$ cat src/rtl/alu_arbiter_if.sv
// Request/response bus for alu_arbiter.
//   req_valid[1:0]  per-requester request strobe
//   req_ready[1:0]  per-requester accept (one-hot grant or zero)
//   req_a/req_b     packed operands {req1[15:0], req0[15:0]}
//   req_op          packed opcodes  {req1[7:0],  req0[7:0]}
//   rsp_valid/rsp_ready  response handshake
//   rsp_id          requester the response belongs to
//   rsp_result/rsp_flags captured ALU result and flags {N,Z,F,L,C}
// master = requester/consumer side, slave = arbiter side.
interface alu_arbiter_if;
  logic [1:0]  req_valid;
  logic [1:0]  req_ready;
  logic [31:0] req_a;
  logic [31:0] req_b;
  logic [15:0] req_op;
  logic        rsp_valid;
  logic        rsp_ready;
  logic        rsp_id;
  logic [15:0] rsp_result;
  logic [4:0]  rsp_flags;

  modport master (
    output req_valid, req_a, req_b, req_op, rsp_ready,
    input  req_ready, rsp_valid, rsp_id, rsp_result, rsp_flags
  );

  modport slave (
    input  req_valid, req_a, req_b, req_op, rsp_ready,
    output req_ready, rsp_valid, rsp_id, rsp_result, rsp_flags
  );
endinterface

$ cat src/rtl/alu_arbiter.sv
// Two-requester round-robin arbiter in front of a shared combinational ALU.
// A granted request's operands are driven onto alu_* for ALU_LAT cycles,
// the ALU result/flags are captured and presented as a response held until
// the consumer accepts it.
//   clk, reset_n          clock, synchronous active-low reset
//   bus (slave)           request/response handshake bus
//   alu_a/alu_b/alu_opcode  registered ALU operand drive
//   alu_result/alu_flags  ALU combinational result, flags {N,Z,F,L,C}
//   busy                  high whenever the FSM is not IDLE
//   done_count            completed responses, wraps at 16 bits
module alu_arbiter #(
  parameter int unsigned ALU_LAT = 1  // 1..15
) (
  input  logic          clk,
  input  logic          reset_n,
  alu_arbiter_if.slave  bus,
  output logic [15:0]   alu_a,
  output logic [15:0]   alu_b,
  output logic [7:0]    alu_opcode,
  input  logic [15:0]   alu_result,
  input  logic [4:0]    alu_flags,
  output logic          busy,
  output logic [15:0]   done_count
);

  typedef enum logic [1:0] {
    IDLE = 2'd0,
    EXEC = 2'd1,
    RESP = 2'd2
  } state_t;

  state_t     state;
  logic       prio;
  logic [3:0] cnt;
  logic [1:0] grant;

  // Grant is combinational so a request can be accepted in the same cycle
  // it is presented; held at zero during reset and outside IDLE.
  always_comb begin
    grant = '0;
    if (reset_n && state == IDLE) begin
      case (bus.req_valid)
        2'b01:   grant = 2'b01;
        2'b10:   grant = 2'b10;
        2'b11:   grant = prio ? 2'b10 : 2'b01;
        default: grant = '0;
      endcase
    end
    bus.req_ready = grant;
  end

  always_ff @(posedge clk) begin
    if (!reset_n) begin
      state          <= IDLE;
      prio           <= 1'b0;
      cnt            <= '0;
      alu_a          <= '0;
      alu_b          <= '0;
      alu_opcode     <= '0;
      bus.rsp_valid  <= 1'b0;
      bus.rsp_id     <= 1'b0;
      bus.rsp_result <= '0;
      bus.rsp_flags  <= '0;
      busy           <= 1'b0;
      done_count     <= '0;
    end else begin
      case (state)
        IDLE: begin
          if (|grant) begin
            alu_a      <= grant[1] ? bus.req_a[31:16]  : bus.req_a[15:0];
            alu_b      <= grant[1] ? bus.req_b[31:16]  : bus.req_b[15:0];
            alu_opcode <= grant[1] ? bus.req_op[15:8]  : bus.req_op[7:0];
            bus.rsp_id <= grant[1];
            cnt        <= 4'(ALU_LAT);
            busy       <= 1'b1;
            state      <= EXEC;
          end
        end
        EXEC: begin
          cnt <= cnt - 4'd1;
          // Capture on the last EXEC cycle so EXEC spans exactly ALU_LAT cycles.
          if (cnt == 4'd1) begin
            bus.rsp_result <= alu_result;
            bus.rsp_flags  <= alu_flags;
            bus.rsp_valid  <= 1'b1;
            state          <= RESP;
          end
        end
        RESP: begin
          if (bus.rsp_ready) begin
            bus.rsp_valid <= 1'b0;
            prio          <= ~bus.rsp_id;
            done_count    <= done_count + 16'd1;
            busy          <= 1'b0;
            state         <= IDLE;
          end
        end
        default: begin
          state <= IDLE;
        end
      endcase
    end
  end

endmodule

$ cat src/flat_wrapper.sv
// flat-port wrapper written by rule: the top's interface ports become plain ports
module alu_arbiter_flat 
#(
  parameter int unsigned ALU_LAT = 1          
)
  (clk, reset_n, alu_a, alu_b, alu_opcode, alu_result, alu_flags, busy, done_count, bus_req_valid, bus_req_a, bus_req_b, bus_req_op, bus_rsp_ready, bus_req_ready, bus_rsp_valid, bus_rsp_id, bus_rsp_result, bus_rsp_flags);
  alu_arbiter_if bus_i ();
  input  logic clk;
  input  logic reset_n;
  output logic [15:0] alu_a;
  output logic [15:0] alu_b;
  output logic [7:0] alu_opcode;
  input  logic [15:0] alu_result;
  input  logic [4:0] alu_flags;
  output logic busy;
  output logic [15:0] done_count;
  input wire logic [$bits(bus_i.req_valid)-1:0] bus_req_valid;
  input wire logic [$bits(bus_i.req_a)-1:0] bus_req_a;
  input wire logic [$bits(bus_i.req_b)-1:0] bus_req_b;
  input wire logic [$bits(bus_i.req_op)-1:0] bus_req_op;
  input wire logic [$bits(bus_i.rsp_ready)-1:0] bus_rsp_ready;
  output wire logic [$bits(bus_i.req_ready)-1:0] bus_req_ready;
  output wire logic [$bits(bus_i.rsp_valid)-1:0] bus_rsp_valid;
  output wire logic [$bits(bus_i.rsp_id)-1:0] bus_rsp_id;
  output wire logic [$bits(bus_i.rsp_result)-1:0] bus_rsp_result;
  output wire logic [$bits(bus_i.rsp_flags)-1:0] bus_rsp_flags;
  assign bus_i.req_valid = bus_req_valid;
  assign bus_i.req_a = bus_req_a;
  assign bus_i.req_b = bus_req_b;
  assign bus_i.req_op = bus_req_op;
  assign bus_i.rsp_ready = bus_rsp_ready;
  assign bus_req_ready = bus_i.req_ready;
  assign bus_rsp_valid = bus_i.rsp_valid;
  assign bus_rsp_id = bus_i.rsp_id;
  assign bus_rsp_result = bus_i.rsp_result;
  assign bus_rsp_flags = bus_i.rsp_flags;
  alu_arbiter #(.ALU_LAT(ALU_LAT)) u_core (.clk(clk), .reset_n(reset_n), .bus(bus_i), .alu_a(alu_a), .alu_b(alu_b), .alu_opcode(alu_opcode), .alu_result(alu_result), .alu_flags(alu_flags), .busy(busy), .done_count(done_count));
endmodule
$ cat config.mk
export PLATFORM = sky130hd
export DESIGN_NAME = alu_arbiter_flat
export DESIGN_NICKNAME = d
export VERILOG_FILES = /design/src/rtl/alu_arbiter_if.sv /design/src/rtl/alu_arbiter.sv /design/src/flat_wrapper.sv
export SDC_FILE = /design/constraint.sdc
export NUM_CORES = 1
export LEC_CHECK = 0
export ABC_AREA = 1
export CORE_UTILIZATION = 42
export CTS_CLUSTER_SIZE = 28
export DETAILED_ROUTE_END_ITERATION = 10
export PLACE_DENSITY = 0.81
export SLEW_MARGIN = 0
export SYNTH_ARGS = -nofsm -noshare
export SYNTH_HDL_FRONTEND = slang
export SYNTH_SLANG_ARGS = --single-unit
$ cat constraint.sdc
create_clock -name clk -period 1.86 [get_ports clk]
set_clock_uncertainty 0.1 [all_clocks]
set_input_delay 0.372 -clock clk [delete_from_list [all_inputs] [get_ports clk]]
set_output_delay 0.372 -clock clk [all_outputs]
set_load 0.01 [all_outputs]
==> results.txt <==
Post-layout util: 68.3%
Post-synth top cells: nand2_1 (124), dfxtp_1 (87), inv_1 (68)
Die Y: 101 um
Initial antenna violation count: 1
Switch Pwr: 0.00163 W
CP max stage cell: clkdlybuf4s50_1
Area leader, netlist: dfxtp_1
Top-Level Pins: 188
FF-to-FF setup slack: 0.21 ns
Clk network pwr share: 22.9%
Leakage: 2.69 nW
Primary FF master, synth: dfxtp_1
Final hold violation count: 0
Internal: 0.00351 W
Max-slew violations: 0
Total routed wirelength: 12200 um
Die width: 101 um
Mean post-synth cell area: 7.04 um2
Setup bufs post-CTS: 0
Die area: 10200 um2
TritonCTS buffer count: 9
CP arrival: 1.32 ns
Sequential Power Share: 43.3%
Pre-antenna DRT Iters: 4
Worst path max stage delay: 0.57 ns
Number of synthesized flops with an enable pin: 0
First-pass GRT wire length: 19300 um
Syn Nets: 696
VDD IR-drop max: 0.000560 V
Synth area leaders: dfxtp_1 (42%), nand2_1 (11%), nand3b_1 (7.3%)
Pwr dens: 803 nW/um2
CTS sink count: 87
Share of cells above drive strength 1: 7.98%
WL/cell: 13.4 um
CP Class: flop to primary output
Post-route cell area: 6400 um2
Fin crit share: 96.5%
Worst-path clk slew: 0.08 ns
Post-layout min period: 1.79 ns
Status: completed
Setup crit end kind: primary output
Gr usage total: 23.7%
Initial Util: 44.1%
CP delay by family, top: buffers and inverters
Hpwl dp: 8880 um
CP Max Fanout: 5
Std cell rows: 35
Combinational Power Share: 33.8%
IO buf count: 187
Core box area: 9370 um2
Crit path cell chain: clkdlybuf4s50_1
Buf/Inv on CP: 1
Critical Path Start Type: flop
Post-synth cell types: 31
Ys async rst share: 0%
Largest net degree at the start of global routing: 42
Seq/Total Area, Yosys: 42.1%
Maxcap violations: 0
Top-area cell type share of the netlist area: 42.1%
Worst Tran Pin Value: 0.435 ns
CTS tree: done
Routed vias/inst: 4.88
Vias in the first global route: 4204
Drt drc: 0
Placed Area: 6210 um2
Worst hold path class: flop to flop
First-iteration detailed-routing DRC count: 140
Longest Clk Path Bufs: 2
Switching share of power: 31.7%
Hold Buf Count CTS: 0
Gr ovfl total: 0
Fmax: 557 MHz
Antenna viol nets, final: 0
Via count: 4427
FF+latch count, synth: 87
Worst path required time: 1.39 ns
Top-count cell post-synth: nand2_1
Clk_lat worst skew: 0.34 ns
Fin nets: 881
Post-synthesis cell area: 4130 um2
RSZ-0062 raised after global routing: false
Area grow syn2layout: 54.8%
Final-report setup violation count: 0
Synth Instances: 587
Final GP Congestion: 0.821
Synth warnings: 0
Slew margin rel.: 71.0%
Number of H-tree levels: 3
Clk root buf: clkbuf_8
[cell type report]
type	instances	area (um2)
Antenna cell	1	2.50
Timing Repair Buffer	207	2070
Tap cell	129	161
Clock inverter	5	31.3
Multi-Input combinational cell	391	1960
Clock buffer	11	141
Fill cell	806	2980
Inverter	76	285
Sequential cell	87	1750
[per-stage QoR]
stage	setup TNS [ns]	worst slack, ns	hold WS (ns)	power, W	cells
6_report	0	0.0659	0.364	0.00514	907
5_1_grt	0	0.0166	0.386	0.00546	907
4_1_cts	0	0.0154	0.367	0.00520	906
3_5_place_dp	-13.92	-0.479	0.354	0.00401	890
3_3_place_gp	-13.83	-0.490	0.351	0.00396	890
2_1_floorplan	0	0.341	0.353	0.00311	587
[state kept, by name, summed over array words and instances, names as in the netlist]
| register | cells |
|---|---|
| u_core.busy | 1 |
| u_core.alu_b | 16 |
| u_core.done_count | 16 |
| u_core.state | 2 |
| u_core.bus.rsp_id | 1 |
| u_core.cnt | 4 |
| u_core.prio | 1 |
| u_core.bus.rsp_valid | 1 |
| u_core.bus.rsp_flags | 5 |
| u_core.alu_a | 16 |
| u_core.bus.rsp_result | 16 |
| u_core.alu_opcode | 8 |
[logic make-up after synthesis]
logic type               share of synthesized area, %
XOR/XNOR                                        0.424
buffers and inverters                            10.8
AND/OR/NAND/NOR                                  34.7
flip-flops                                       42.1
AO/OA/AOI/OAI                                    11.0
adder cells (fa/ha/maj)                         0.908
[layout by cell type, fill, tap and decap left out, types with 10 or more instances in the layout]
cell type and count:
nand2_1 124, nand3_1 48, a21oi_1 54, clkdlybuf4s50_1 180, clkbuf_8 10, buf_4 16
dfxtp_1 84, nand3b_1 40, o21ai_0 23, nor2_1 66, inv_1 68
[path summary, 6_finish.rpt]
path                                            from                to  depth (start not counted)
worst min-delay path                u_core.alu_b[12]  u_core.alu_b[12]                          2
worst min register to register      u_core.alu_b[12]  u_core.alu_b[12]                          2
worst max-delay path            u_core.done_count[7]     done_count[7]                          1
worst max register to register       u_core.state[1]  u_core.alu_a[15]                          8
[worst register-to-register path, delay by kind of cell (launching register included)]
kind,cells,cell delay [ns]
compound gates,1,0.07
buf+inv,4,0.67
flops,1,0.33
simple gates,3,0.36
[routing by layer]
metal | track usage [%] | wire length [um]
met1 | 27.5 | 5030
met2 | 41.7 | 5870
met3 | 7.38 | 1120
met4 | 7.36 | 175
met5 | 0 | 0
[power groups by stage]
stage | registers [W] | clock network [W] | logic (W)
6_report | 0.00223 | 0.00117 | 0.00174
3_3_place_gp | 0.00226 | 0 | 0.00170
3_5_place_dp | 0.00227 | 0 | 0.00174
5_1_grt | 0.00225 | 0.00131 | 0.00190
4_1_cts | 0.00223 | 0.00123 | 0.00175
2_1_floorplan | 0.00235 | 0 | 0.000759
[what timing repair did]
action / CTS / global route
gates cloned: 0 / 0
setup endpoints to repair: 2 / 7
pin swaps: 1 / 0
resized for setup: 11 / 7
(Power assumes the default switching activity.)
